===== src/rtl/spi_pkg.sv =====
// Shared constants, register map and controller state encoding for the SPI
// initiator and anything that builds frames for it.
package spi_pkg;

  localparam int FRAME_BITS = 16;
  localparam int RW_BIT     = 15;
  localparam int ADDR_MSB   = 14;
  localparam int ADDR_LSB   = 8;
  localparam int DATA_MSB   = 7;

  localparam logic [6:0] MAX_ADDRESS      = 7'd4;
  localparam logic [6:0] ADDR_EN_OUT_7_0  = 7'd0;
  localparam logic [6:0] ADDR_EN_OUT_15_8 = 7'd1;
  localparam logic [6:0] ADDR_EN_PWM_7_0  = 7'd2;
  localparam logic [6:0] ADDR_EN_PWM_15_8 = 7'd3;
  localparam logic [6:0] ADDR_PWM_DUTY    = 7'd4;

  typedef enum logic [2:0] {
    IDLE,
    SETUP,
    HIGH,
    LOW,
    HOLD,
    GAP
  } spi_state_e;

  function automatic logic [FRAME_BITS-1:0] build_frame(
    input logic       rw,
    input logic [6:0] addr,
    input logic [7:0] data
  );
    return {rw, addr, data};
  endfunction

endpackage


===== src/rtl/spi_halfperiod_timer.sv =====
// Dwell-time down-counter: a load starts an N-cycle interval and expire_o
// is high on the last cycle of that interval.
module spi_halfperiod_timer #(
  parameter int WIDTH = 8
) (
  input  logic             clk,
  input  logic             rst,
  input  logic             load_i,
  input  logic [WIDTH-1:0] load_val_i,
  output logic             expire_o
);

  logic [WIDTH-1:0] cnt_q, cnt_d;
  logic             run_q, run_d;

  always_ff @(posedge clk) begin
    if (rst) begin
      cnt_q <= '0;
      run_q <= 1'b0;
    end else begin
      cnt_q <= cnt_d;
      run_q <= run_d;
    end
  end

  always_comb begin
    cnt_d = cnt_q;
    run_d = run_q;
    if (load_i) begin
      // Loading N-1 makes the interval exactly N cycles including the last.
      cnt_d = load_val_i - WIDTH'(1);
      run_d = 1'b1;
    end else if (run_q) begin
      if (cnt_q == '0) begin
        run_d = 1'b0;
      end else begin
        cnt_d = cnt_q - WIDTH'(1);
      end
    end
  end

  assign expire_o = run_q && (cnt_q == '0);

endmodule


===== src/rtl/spi_controller.sv =====
// SPI mode-0 initiator: one 16-bit {rw, addr, data} frame per request,
// MSB first, with all pin outputs registered.
module spi_controller
  import spi_pkg::*;
#(
  parameter int CLK_DIV    = 4,
  parameter int GAP_CYCLES = 4
) (
  input  logic       clk,
  input  logic       rst,
  input  logic       req_valid,
  output logic       req_ready,
  input  logic       req_write,
  input  logic [6:0] req_addr,
  input  logic [7:0] req_data,
  output logic       nCS,
  output logic       SCLK,
  output logic       COPI,
  output logic       busy,
  output logic       done
);

  if (CLK_DIV < 2) begin : g_bad_clk_div
    $error("spi_controller: CLK_DIV must be >= 2");
  end
  if (GAP_CYCLES < 4) begin : g_bad_gap
    $error("spi_controller: GAP_CYCLES must be >= 4");
  end

  localparam int TMR_MAX = (CLK_DIV > GAP_CYCLES) ? CLK_DIV : GAP_CYCLES;
  localparam int TMR_W   = $clog2(TMR_MAX + 1);

  spi_state_e            state_q, state_d;
  logic [FRAME_BITS-1:0] shift_q, shift_d;
  logic [3:0]            bit_cnt_q, bit_cnt_d;
  logic                  ncs_q, ncs_d;
  logic                  sclk_q, sclk_d;
  logic                  copi_q, copi_d;
  logic                  busy_q, busy_d;
  logic                  done_q, done_d;

  logic                  tmr_load;
  logic [TMR_W-1:0]      tmr_val;
  logic                  tmr_expire;

  spi_halfperiod_timer #(
    .WIDTH(TMR_W)
  ) u_timer (
    .clk       (clk),
    .rst       (rst),
    .load_i    (tmr_load),
    .load_val_i(tmr_val),
    .expire_o  (tmr_expire)
  );

  assign req_ready = (state_q == IDLE) && !rst;

  always_ff @(posedge clk) begin
    if (rst) begin
      state_q   <= IDLE;
      shift_q   <= '0;
      bit_cnt_q <= '0;
      ncs_q     <= 1'b1;
      sclk_q    <= 1'b0;
      copi_q    <= 1'b0;
      busy_q    <= 1'b0;
      done_q    <= 1'b0;
    end else begin
      state_q   <= state_d;
      shift_q   <= shift_d;
      bit_cnt_q <= bit_cnt_d;
      ncs_q     <= ncs_d;
      sclk_q    <= sclk_d;
      copi_q    <= copi_d;
      busy_q    <= busy_d;
      done_q    <= done_d;
    end
  end

  always_comb begin
    state_d   = state_q;
    shift_d   = shift_q;
    bit_cnt_d = bit_cnt_q;
    ncs_d     = ncs_q;
    sclk_d    = sclk_q;
    copi_d    = copi_q;
    busy_d    = busy_q;
    done_d    = 1'b0;
    tmr_load  = 1'b0;
    tmr_val   = TMR_W'(CLK_DIV);

    unique case (state_q)
      IDLE: begin
        if (req_valid && req_ready) begin
          shift_d   = build_frame(req_write, req_addr, req_data);
          copi_d    = req_write;
          bit_cnt_d = '0;
          ncs_d     = 1'b0;
          busy_d    = 1'b1;
          tmr_load  = 1'b1;
          state_d   = SETUP;
        end
      end
      SETUP: begin
        if (tmr_expire) begin
          sclk_d   = 1'b1;
          tmr_load = 1'b1;
          state_d  = HIGH;
        end
      end
      HIGH: begin
        if (tmr_expire) begin
          sclk_d   = 1'b0;
          tmr_load = 1'b1;
          if (bit_cnt_q == 4'(FRAME_BITS - 1)) begin
            state_d = HOLD;
          end else begin
            // Next bit goes out on the falling edge, a full half-period before the rise.
            shift_d   = {shift_q[FRAME_BITS-2:0], 1'b0};
            copi_d    = shift_q[FRAME_BITS-2];
            bit_cnt_d = bit_cnt_q + 4'd1;
            state_d   = LOW;
          end
        end
      end
      LOW: begin
        if (tmr_expire) begin
          sclk_d   = 1'b1;
          tmr_load = 1'b1;
          state_d  = HIGH;
        end
      end
      HOLD: begin
        if (tmr_expire) begin
          ncs_d    = 1'b1;
          done_d   = 1'b1;
          tmr_load = 1'b1;
          tmr_val  = TMR_W'(GAP_CYCLES);
          state_d  = GAP;
        end
      end
      GAP: begin
        if (tmr_expire) begin
          busy_d  = 1'b0;
          state_d = IDLE;
        end
      end
      default: state_d = IDLE;
    endcase
  end

  assign nCS  = ncs_q;
  assign SCLK = sclk_q;
  assign COPI = copi_q;
  assign busy = busy_q;
  assign done = done_q;

endmodule


===== config.mk =====
export PLATFORM = sky130hd
export DESIGN_NAME = spi_controller
export DESIGN_NICKNAME = d
export VERILOG_FILES = /design/src/rtl/spi_pkg.sv /design/src/rtl/spi_halfperiod_timer.sv /design/src/rtl/spi_controller.sv
export SDC_FILE = /design/constraint.sdc
export NUM_CORES = 1
export LEC_CHECK = 0
export BUFFER_PORTS_ARGS = -buffer_cell sky130_fd_sc_hd__buf_2
export CAP_MARGIN = 20
export CORE_UTILIZATION = 55
export CTS_CLUSTER_DIAMETER = 40
export DETAILED_ROUTE_END_ITERATION = 8
export GPL_TIMING_DRIVEN = 0
export PLACE_DENSITY = 0.8
export SLEW_MARGIN = 15
export SYNTH_ARGS = -nofsm -noshare
export SYNTH_HDL_FRONTEND = slang
export SYNTH_SLANG_ARGS = --single-unit
export TNS_END_PERCENT = 20

===== constraint.sdc =====
create_clock -name clk -period 2.3 [get_ports clk]
set_input_delay 0 -clock clk [delete_from_list [all_inputs] [get_ports clk]]
set_output_delay 0 -clock clk [all_outputs]
set_load 0.05 [all_outputs]

==> impl_metrics.yaml <==
sta:
  slew_violations: 0
  rsz0062_at_grt: "no"
  worst_pin_slew_ns: 0.9195
  fmax_mhz: 497.6
  min_period_ns: 2.010
  finalClockSkew_ns: 0.007221
  setup_tns_ns: 0
  relSlewSlack: 0.3784
  timing.final.crit_share: 0.8738
  fin_hold_ws_ns: -0.001195
  fin_ws_ns: 0.2902
  finalSetupViolCount: 0
  hold_violations: 1
yosys:
  synth_ff_type: "dfxtp_1"
  netlist_instances: 178
  syn_area_um2: 1580
  ys_seq_area_frac: 0.3927
  syn_area_per_cell_um2: 8.878
  synth-edff-count: 0
  synthArstFlopShare: 0
  synthesis.nets: 200
  ys_types: 42
  ys_ff_latch: 31
  synth_warnings: 0
setup_path:
  cp.required_ns: 2.55
  end_kind: "flop"
  r2r_slack_ns: 0.29
  cp_max_fo: 10
  r2r.worst_path.cells: 7
  crit_type: "reg -> reg"
  regToRegStartpoint: "bit_cnt_q[0]$_SDFFE_PP0P_"
  rr_endpoint: "shift_q[12]$_SDFFE_PP0P_"
  start_kind: "flop"
  cp.arrival_ns: 2.26
place:
  placed_cell_area_um2: 1734
  io_buffers: 23
  dp_worst_setup_slack_ns: 0.3463
  gp_congestion: 0.8635
  dp_hpwl_mm: 2.467
power_and_ir_drop:
  power.density_nw_per_um2: 922.1
  p_leak_uw: 0.0007313
  ir_drop_uv: 675.5
clock_network:
  clockBufferDepth: 2
  clkLatencyLatePin_ns: 0.34
  ctsResizeCount: 0
  clock_sinks: 31
  htreeDepth: 2
  cts_tree: "yes"
  path_clk_slew_ns: 0.10
  cts_buffers: 5
  cts_hold_buf: 7
  postCtsSetupRepairBufs: 0
  cts-root-buf: "clkbuf_4"
finish:
  drive_gt1_frac: 0.2037
  fin_util: 0.6915
  final_common_cell: "dfxtp_1"
  multi_input_area_um2: 880.8
  antenna_cells: 0
  area_growth_pct: 19.64
  nets: 237
  stdcell_area_um2: 1891
  fillCellCount: 225
  mostFrequentLayoutCells: "dfxtp_1, buf_2, a21oi_1"
  seqCellArea_um2: 620.6
floorplan:
  dieArea_um2: 3091
  start_util: 0.5780
  pin_count: 25
  fp.dieH_um: 55.60
  core_um2: 2734
  rows: 19
  die_w_um: 55.60
run:
  maxCapViolations: 0
grt:
  grt_start_max_net_pins: 11
  grt_first_pass_wirelength_mm: 6.051
  grt_remaining_overflow: 0
  antenna_found_initial: 0
  grt_pass1_vias: 1348
  track_usage: 0.2481
detailed_routing:
  dr.pass1.iters: 4
  vias: 1481
  drc: 0
  wl_per_cell_um: 14.70
  routed_wirelength_mm: 3.632
  ant_nets: 0
  vias_per_cell: 5.996
  drt_iter0_markers: 48
status:
  failed_checks: "negative hold slack"
  status: "finished with violations"
min_path:
  hp-start: "req_data[2]"
  hold_end: "shift_q[2]$_SDFFE_PP0P_"
  hold_path_depth: 3
  hp-class: "in -> reg"
state kept, by name, summed over array words and instances (netlist names):
register and count:
COPI 1, SCLK 1, bit_cnt_q 4, busy 1
done 1, nCS 1, shift_q 15, state_q 3
u_timer.cnt_q 3, u_timer.run_q 1
final cells by class:
type | instances | area share
multi-input combinational | 131 | 0.4659
sequential | 31 | 0.3283
timing repair buffer | 30 | 0.09795
buffer | 14 | 0.03772
clock buffer | 6 | 0.02713
tap | 31 | 0.02052
clock inverter | 2 | 0.01853
inverter | 2 | 0.003971
worst max-delay path: stages, from the launching register on:
cell	delay [ns]
dfxtp_1	0.37
ha_1	0.25
and3_1	0.18
buf_2	0.16
o21ai_2	0.33
buf_2	0.29
a21oi_1	0.09
a211oi_1	0.24
routing by layer:
layer	track usage	wire length [um]	vias to the layer above
met1	0.3348	1677	698
met3	0.07209	191	6
li1	-	-	734
met5	0	0	-
met2	0.3907	1714	43
met4	0.06429	49	0
synthesized netlist by cell type, types with 2 or more instances:
cell type  count  area [um2]
dfxtp_1       31       620.6
a21oi_1       20       100.1
a211oi_1      16       120.1
mux2i_1       16       160.2
nand2_1       12       45.04
nor2_1        10       37.54
o21ai_0        9       45.04
buf_2          6       30.03
clkbuf_1       6       22.52
nand2b_1       5       31.28
nor3_1         4       20.02
ha_1           3       37.54
o21a_1         3       22.52
a21o_1         2       15.01
a31oi_1        2       12.51
and3_1         2       12.51
inv_1          2       7.510
nand3_1        2       10.01
nand3b_1       2       15.01
nor2b_1        2       12.51
nor4b_1        2       17.52
power breakdown:
group	switching, uW	leakage [uW]	internal (uW)
logic	360	0.000429	235
clock network	201	0.0000482	257
registers	59.5	0.000254	631
how the worst max path moves through the flow:
stage / startpoint / end / slack, ns / cells past startpoint
global placement: bit_cnt_q[0]$_SDFFE_PP0P_ / shift_q[14]$_SDFFE_PP0P_ / 0.40 / 7
global route: bit_cnt_q[0]$_SDFFE_PP0P_ / shift_q[0]$_SDFFE_PP0P_ / 0.19 / 7
CTS: bit_cnt_q[0]$_SDFFE_PP0P_ / shift_q[12]$_SDFFE_PP0P_ / 0.33 / 7
floorplan: bit_cnt_q[0]$_SDFFE_PP0P_ / shift_q[0]$_SDFFE_PP0P_ / 0.61 / 7
detailed placement: bit_cnt_q[0]$_SDFFE_PP0P_ / shift_q[12]$_SDFFE_PP0P_ / 0.35 / 7
finish: bit_cnt_q[0]$_SDFFE_PP0P_ / shift_q[12]$_SDFFE_PP0P_ / 0.29 / 7
per-stage QoR:
| step | power (uW) | hold slack (ns) | cells |
|---|---|---|---|
| 2_1_floorplan | 1148 | 0.1393 | 178 |
| 3_3_place_gp | 1250 | 0.2377 | 232 |
| 3_5_place_dp | 1280 | 0.2413 | 232 |
| 4_1_cts | 1742 | 0.005076 | 247 |
| 5_1_grt | 1839 | 0.01071 | 247 |
| 6_report | 1743 | -0.001195 | 247 |
kinds of logic (layout without fill, tap and decap cells):
family	after synthesis	after routing	share of synthesized area
muxes	17	17	0.1085
xor gates and xnor gates	1	1	0.005543
and+or+nand+nor	51	51	0.1845
buffers and inverters	16	54	0.04988
AOI/OAI and AO/OA	59	59	0.2352
DFF	31	31	0.3927
adders and majority gates	3	3	0.02376
Note: power is estimated with default switching activity, not from simulation.
